[config.mk]
export PLATFORM = sky130hd
export DESIGN_NAME = popcnt_rr_scheduler_flat
export DESIGN_NICKNAME = d
export VERILOG_FILES = /design/src/rtl/popcnt_rr_scheduler_if.sv /design/src/rtl/popcnt_rr_scheduler.sv /design/src/flat_wrapper.sv
export SDC_FILE = /design/constraint.sdc
export NUM_CORES = 1
export LEC_CHECK = 0
export CAP_MARGIN = 15
export CORE_MARGIN = 3
export CORE_UTILIZATION = 45
export DETAILED_ROUTE_END_ITERATION = 8
export HOLD_SLACK_MARGIN = 0.02
export PLACE_DENSITY = 0.8
export SYNTH_ARGS = -nofsm -noshare
export SYNTH_HDL_FRONTEND = slang
export SYNTH_SLANG_ARGS = --single-unit
[constraint.sdc]
create_clock -name clock -period 2.2 [get_ports clock]
set_input_delay 0.44 -clock clock [delete_from_list [all_inputs] [get_ports clock]]
set_output_delay 0.44 -clock clock [all_outputs]
set_load 0.005 [all_outputs]
[src/rtl/popcnt_rr_scheduler_if.sv]
// Bundle of client-side request/response and datapath-side handshake signals
// shared by the round-robin bit-count scheduler and its surroundings.
interface popcnt_rr_scheduler_if #(
    parameter int N = 4,
    parameter int W = 8
);
    logic [N-1:0]   req;
    logic [N*W-1:0] req_data;
    logic [N-1:0]   grant;
    logic [N-1:0]   resp_valid;
    logic [W-1:0]   resp_data;
    logic           resp_err;
    logic           busy;
    logic           dp_start;
    logic [W-1:0]   dp_in_data;
    logic [W-1:0]   dp_result;
    logic           dp_ready;

    // master: the scheduler itself
    modport master (
        input  req, req_data, dp_result, dp_ready,
        output grant, resp_valid, resp_data, resp_err, busy, dp_start, dp_in_data
    );

    // slave: clients plus the datapath seen as one environment
    modport slave (
        output req, req_data, dp_result, dp_ready,
        input  grant, resp_valid, resp_data, resp_err, busy, dp_start, dp_in_data
    );
endinterface

[src/rtl/popcnt_rr_scheduler.sv]
// Round-robin scheduler sharing one sequential bit-count datapath among N
// requesters, with a timeout guard on every datapath operation.
module popcnt_rr_scheduler #(
    parameter int N       = 4,
    parameter int W       = 8,
    parameter int TIMEOUT = 64
) (
    input  logic                   clock,
    input  logic                   reset,
    popcnt_rr_scheduler_if.master  bus
);
    localparam int PW = (N > 1) ? $clog2(N) : 1;
    localparam int TW = $clog2(TIMEOUT + 1);

    typedef enum logic [2:0] {IDLE, ISSUE, ACK, RUN, RESP} state_t;

    state_t         state_reg;
    logic [PW-1:0]  ptr_reg;
    logic [PW-1:0]  owner_reg;
    logic [TW-1:0]  timer_reg;
    logic [N-1:0]   grant_reg;
    logic [N-1:0]   resp_valid_reg;
    logic [W-1:0]   resp_data_reg;
    logic           resp_err_reg;
    logic           busy_reg;
    logic           dp_start_reg;
    logic [W-1:0]   dp_in_data_reg;

    logic [W-1:0]   operand [N];
    logic [PW-1:0]  winner;
    logic           found;

    genvar gi;
    generate
        for (gi = 0; gi < N; gi++) begin : g_operand
            assign operand[gi] = bus.req_data[gi*W +: W];
        end
    endgenerate

    // First requester found searching upward from the one after the last served.
    always_comb begin
        winner = ptr_reg;
        found  = 1'b0;
        for (int k = 1; k <= N; k++) begin
            if (!found && bus.req[(int'(ptr_reg) + k) % N]) begin
                winner = PW'((int'(ptr_reg) + k) % N);
                found  = 1'b1;
            end
        end
    end

    always_ff @(posedge clock or posedge reset) begin
        if (reset) begin
            state_reg      <= IDLE;
            ptr_reg        <= PW'(N - 1);
            owner_reg      <= '0;
            timer_reg      <= '0;
            grant_reg      <= '0;
            resp_valid_reg <= '0;
            resp_data_reg  <= '0;
            resp_err_reg   <= 1'b0;
            busy_reg       <= 1'b0;
            dp_start_reg   <= 1'b0;
            dp_in_data_reg <= '0;
        end else begin
            grant_reg      <= '0;
            resp_valid_reg <= '0;
            dp_start_reg   <= 1'b0;
            case (state_reg)
                IDLE: begin
                    if (|bus.req) begin
                        grant_reg      <= {{(N-1){1'b0}}, 1'b1} << winner;
                        dp_in_data_reg <= operand[winner];
                        owner_reg      <= winner;
                        ptr_reg        <= winner;
                        busy_reg       <= 1'b1;
                        state_reg      <= ISSUE;
                    end
                end
                ISSUE: begin
                    dp_start_reg <= 1'b1;
                    timer_reg    <= '0;
                    state_reg    <= ACK;
                end
                ACK: begin
                    // Ready dropping low proves the datapath accepted the start.
                    if (!bus.dp_ready) begin
                        timer_reg <= timer_reg + 1'b1;
                        state_reg <= RUN;
                    end else if (timer_reg == TW'(TIMEOUT - 1)) begin
                        resp_data_reg  <= '0;
                        resp_err_reg   <= 1'b1;
                        resp_valid_reg <= {{(N-1){1'b0}}, 1'b1} << owner_reg;
                        state_reg      <= RESP;
                    end else begin
                        timer_reg <= timer_reg + 1'b1;
                    end
                end
                RUN: begin
                    if (bus.dp_ready) begin
                        resp_data_reg  <= bus.dp_result;
                        resp_err_reg   <= 1'b0;
                        resp_valid_reg <= {{(N-1){1'b0}}, 1'b1} << owner_reg;
                        state_reg      <= RESP;
                    end else if (timer_reg == TW'(TIMEOUT - 1)) begin
                        resp_data_reg  <= '0;
                        resp_err_reg   <= 1'b1;
                        resp_valid_reg <= {{(N-1){1'b0}}, 1'b1} << owner_reg;
                        state_reg      <= RESP;
                    end else begin
                        timer_reg <= timer_reg + 1'b1;
                    end
                end
                RESP: begin
                    busy_reg  <= 1'b0;
                    state_reg <= IDLE;
                end
                default: begin
                    busy_reg  <= 1'b0;
                    state_reg <= IDLE;
                end
            endcase
        end
    end

    assign bus.grant      = grant_reg;
    assign bus.resp_valid = resp_valid_reg;
    assign bus.resp_data  = resp_data_reg;
    assign bus.resp_err   = resp_err_reg;
    assign bus.busy       = busy_reg;
    assign bus.dp_start   = dp_start_reg;
    assign bus.dp_in_data = dp_in_data_reg;
endmodule
[src/flat_wrapper.sv]
// flat-port wrapper written by rule: the top's interface ports become plain ports
module popcnt_rr_scheduler_flat 
#(
    parameter int N       = 4,
    parameter int W       = 8,
    parameter int TIMEOUT = 64
)
  (clock, reset, bus_req, bus_req_data, bus_dp_result, bus_dp_ready, bus_grant, bus_resp_valid, bus_resp_data, bus_resp_err, bus_busy, bus_dp_start, bus_dp_in_data);
  popcnt_rr_scheduler_if #(.N(N), .W(W)) bus_i ();
  input  logic clock;
  input  logic reset;
  input wire logic [$bits(bus_i.req)-1:0] bus_req;
  input wire logic [$bits(bus_i.req_data)-1:0] bus_req_data;
  input wire logic [$bits(bus_i.dp_result)-1:0] bus_dp_result;
  input wire logic [$bits(bus_i.dp_ready)-1:0] bus_dp_ready;
  output wire logic [$bits(bus_i.grant)-1:0] bus_grant;
  output wire logic [$bits(bus_i.resp_valid)-1:0] bus_resp_valid;
  output wire logic [$bits(bus_i.resp_data)-1:0] bus_resp_data;
  output wire logic [$bits(bus_i.resp_err)-1:0] bus_resp_err;
  output wire logic [$bits(bus_i.busy)-1:0] bus_busy;
  output wire logic [$bits(bus_i.dp_start)-1:0] bus_dp_start;
  output wire logic [$bits(bus_i.dp_in_data)-1:0] bus_dp_in_data;
  assign bus_i.req = bus_req;
  assign bus_i.req_data = bus_req_data;
  assign bus_i.dp_result = bus_dp_result;
  assign bus_i.dp_ready = bus_dp_ready;
  assign bus_grant = bus_i.grant;
  assign bus_resp_valid = bus_i.resp_valid;
  assign bus_resp_data = bus_i.resp_data;
  assign bus_resp_err = bus_i.resp_err;
  assign bus_busy = bus_i.busy;
  assign bus_dp_start = bus_i.dp_start;
  assign bus_dp_in_data = bus_i.dp_in_data;
  popcnt_rr_scheduler #(.N(N), .W(W), .TIMEOUT(TIMEOUT)) u_core (.clock(clock), .reset(reset), .bus(bus_i));
endmodule
==> results.json <==
{
  "num_vias": 1991,
  "synth_area_um2": 2150,
  "first_global_vias": 1998,
  "cts_tree": "yes",
  "end_kind": "register",
  "clockRootBuffer": "clkbuf_8",
  "fin_crit_sh_pct": 92.5,
  "cts_hold_buffers": 0,
  "power.leakage_nw": 1.35,
  "holdWs_ps": 500,
  "ios": 74,
  "drt_pass1_iterations": 4,
  "min_path_type": "register to register",
  "total_power_mw": 3.63,
  "nets": 345,
  "core-area_um2": 4470,
  "gp_congestion": 0.842,
  "critPathKind": "register to register",
  "nFillCells": 340,
  "gr-usage-all-layers_pct": 20.8,
  "finClkSkew_ps": 4.45,
  "synth_nets": 258,
  "synth_top_cells_by_area": "dfrtp_1 (45%), mux2i_1 (3.7%), a22o_1 (3.7%)",
  "cts.repair.resized": 0,
  "synth_largest_area_cell": "dfrtp_1",
  "cts_buffers": 5,
  "syn_to_final_growth_pct": 46.3,
  "finalSetupViolations": 0,
  "max_freq_mhz": 492,
  "design.die.area_um2": 5630,
  "start_kind": "register",
  "wirelength_um": 5410,
  "yosysMostFrequentCell": "dfrtp_1",
  "status": "finished, final reports clean",
  "synth_warnings": 0,
  "ys_top_cells_by_count": "dfrtp_1 (39), nand2_1 (21), nor2_1 (21)",
  "timing.max_cap.violations": 0,
  "die_h_um": 75.1,
  "async_flop_share_pct": 100,
  "fin_setup_tns_ps": 0,
  "required_ps": 2420,
  "drtAntennaViolNets": 0,
  "rsz0062_at_grt": "false",
  "multi_input_comb_area_um2": 1020,
  "drive_gt1_share_pct": 14.4,
  "seq_area_frac_synth_pct": 47.9,
  "ys_seq_elements": 41,
  "hpwl_um": 4030,
  "cts_buffer_depth": 2,
  "max-slew-margin-rel_pct": 54.7,
  "ir_worst_vdd_mv": 0.556,
  "drv_slew": 0,
  "dr.first_iter.drc_count": 134,
  "antenna_found_initial": 0,
  "avgViaCountPerCell": 5.69,
  "rows": 24,
  "synth_edf_count": 0,
  "powerDensity_nw_per_um2": 1160,
  "clkLatencyLatePin_ps": 290,
  "overflow": 0,
  "synth_top_cell_area_share_pct": 45.5,
  "die_x_um": 75.1,
  "routedWlPerCell_um": 15.4,
  "io_buffer_count": 73,
  "cp_max_fo": 7,
  "diodes": 0,
  "crit_arrival_ps": 2260,
  "initial_core_util_pct": 48.0,
  "syn_avg_cell_area_um2": 10.2,
  "grt_max_degree": 42,
  "drc": 0,
  "grt_pass1_wl_um": 8980,
  "synth.distinct_cells": 51,
  "fin_crit_ps": 2030,
  "ys_dominant_reg_cell": "dfrtp_1",
  "cts_max_level": 2,
  "worstMarginPinSlew_ps": 673,
  "regArea_um2": 1030,
  "hold_violations": 0,
  "clock-sinks": 41,
  "post_cts.repair.setup_buffers": 0,
  "path_clk_slew_ps": 80,
  "postSynthCellCount": 210,
  "post-route-util_pct": 70.2
}
==> where the power goes <==
group	total, mW	internal, mW	leakage, nW	switching (mW)
sequential	1.30	1.04	0.523	0.266
clock	0.615	0.340	0.0543	0.275
combinational	1.72	0.939	0.773	0.776
total	3.63	2.32	1.35	1.32
==> metrics by stage <==
stage,cell area [um^2],instances,setup slack (ps)
after detailed placement,3020,342,-7.43
after global routing,3140,350,81.0
after CTS,3140,350,175
after global placement,3020,342,23.2
after floorplan,2150,210,341
final,3140,350,166
==> layer usage <==
layer | part of all wire, % | vias up | GRT usage (%) | routed length, um
met4 | 0.78 | 0 | 5.93 | 42
met5 | 0 | - | 0 | 0
met1 | 43 | 923 | 25.9 | 2340
met2 | 46 | 105 | 34.1 | 2510
li1 | - | 957 | - | -
met3 | 9.6 | 6 | 7.61 | 518
==> final cells by class <==
class	instances	area share, %
flip-flops and latches	41	32.8
multi-input cells	150	32.6
repair buffers	91	28.0
clock buffers	5	2.19
well taps	52	2.07
clock inverters	3	1.47
inverters	8	0.957
==> worst max-delay path, stage by stage (launching register included) <==
cell	delay [ps]
dfrtp_1	450
ha_1	280
nand4_2	170
nor2_4	80
maj3_4	370
or4_1	480
a21oi_1	140
==> final timing paths <==
path                                    startpoint                      end  slack [ps]  cells after the start
setup / recovery               u_core.timer_reg[0]      u_core.timer_reg[5]         170                      6
hold / removal             u_core.bus.resp_data[7]  u_core.bus.resp_data[7]         500                      1
setup reg to reg               u_core.timer_reg[0]      u_core.timer_reg[5]         170                      6
hold reg to reg            u_core.bus.resp_data[7]  u_core.bus.resp_data[7]         500                      1
max in group asynchronous                    reset        u_core.ptr_reg[1]        1270                      3
min in group asynchronous                    reset  u_core.bus.resp_data[2]         560                      3
==> cells in the final DEF (no fill, tap or decap), drive strengths merged, types with 3 or more instances in the layout <==
| cell type | n |
|---|---|
| mux2i | 8 |
| nor3b | 5 |
| nand2 | 22 |
| o31ai | 9 |
| nand2b | 4 |
| inv | 8 |
| o211ai | 8 |
| nand4 | 9 |
| a22o | 9 |
| dfrtp | 39 |
| a211o | 8 |
| clkbuf | 5 |
| nor4 | 3 |
| buf | 18 |
| a21oi | 10 |
| nor2 | 22 |
| nor3 | 4 |
| o21ai | 3 |
| clkdlybuf4s50 | 73 |
==> cell families (layout without fill, tap and decap cells) <==
| kind of cell | Yosys count | in the layout | synth area share [%] |
|---|---|---|---|
| AND/OR/NAND/NOR | 76 | 76 | 19.7 |
| AO/OA/AOI/OAI | 64 | 64 | 23.0 |
| flip-flops | 41 | 41 | 47.9 |
| buffers and inverters | 19 | 107 | 4.43 |
| multiplexers | 8 | 8 | 3.73 |
| adder cells (fa/ha/maj) | 2 | 2 | 1.22 |
No activity file was read; power rests on OpenSTA's default activity.
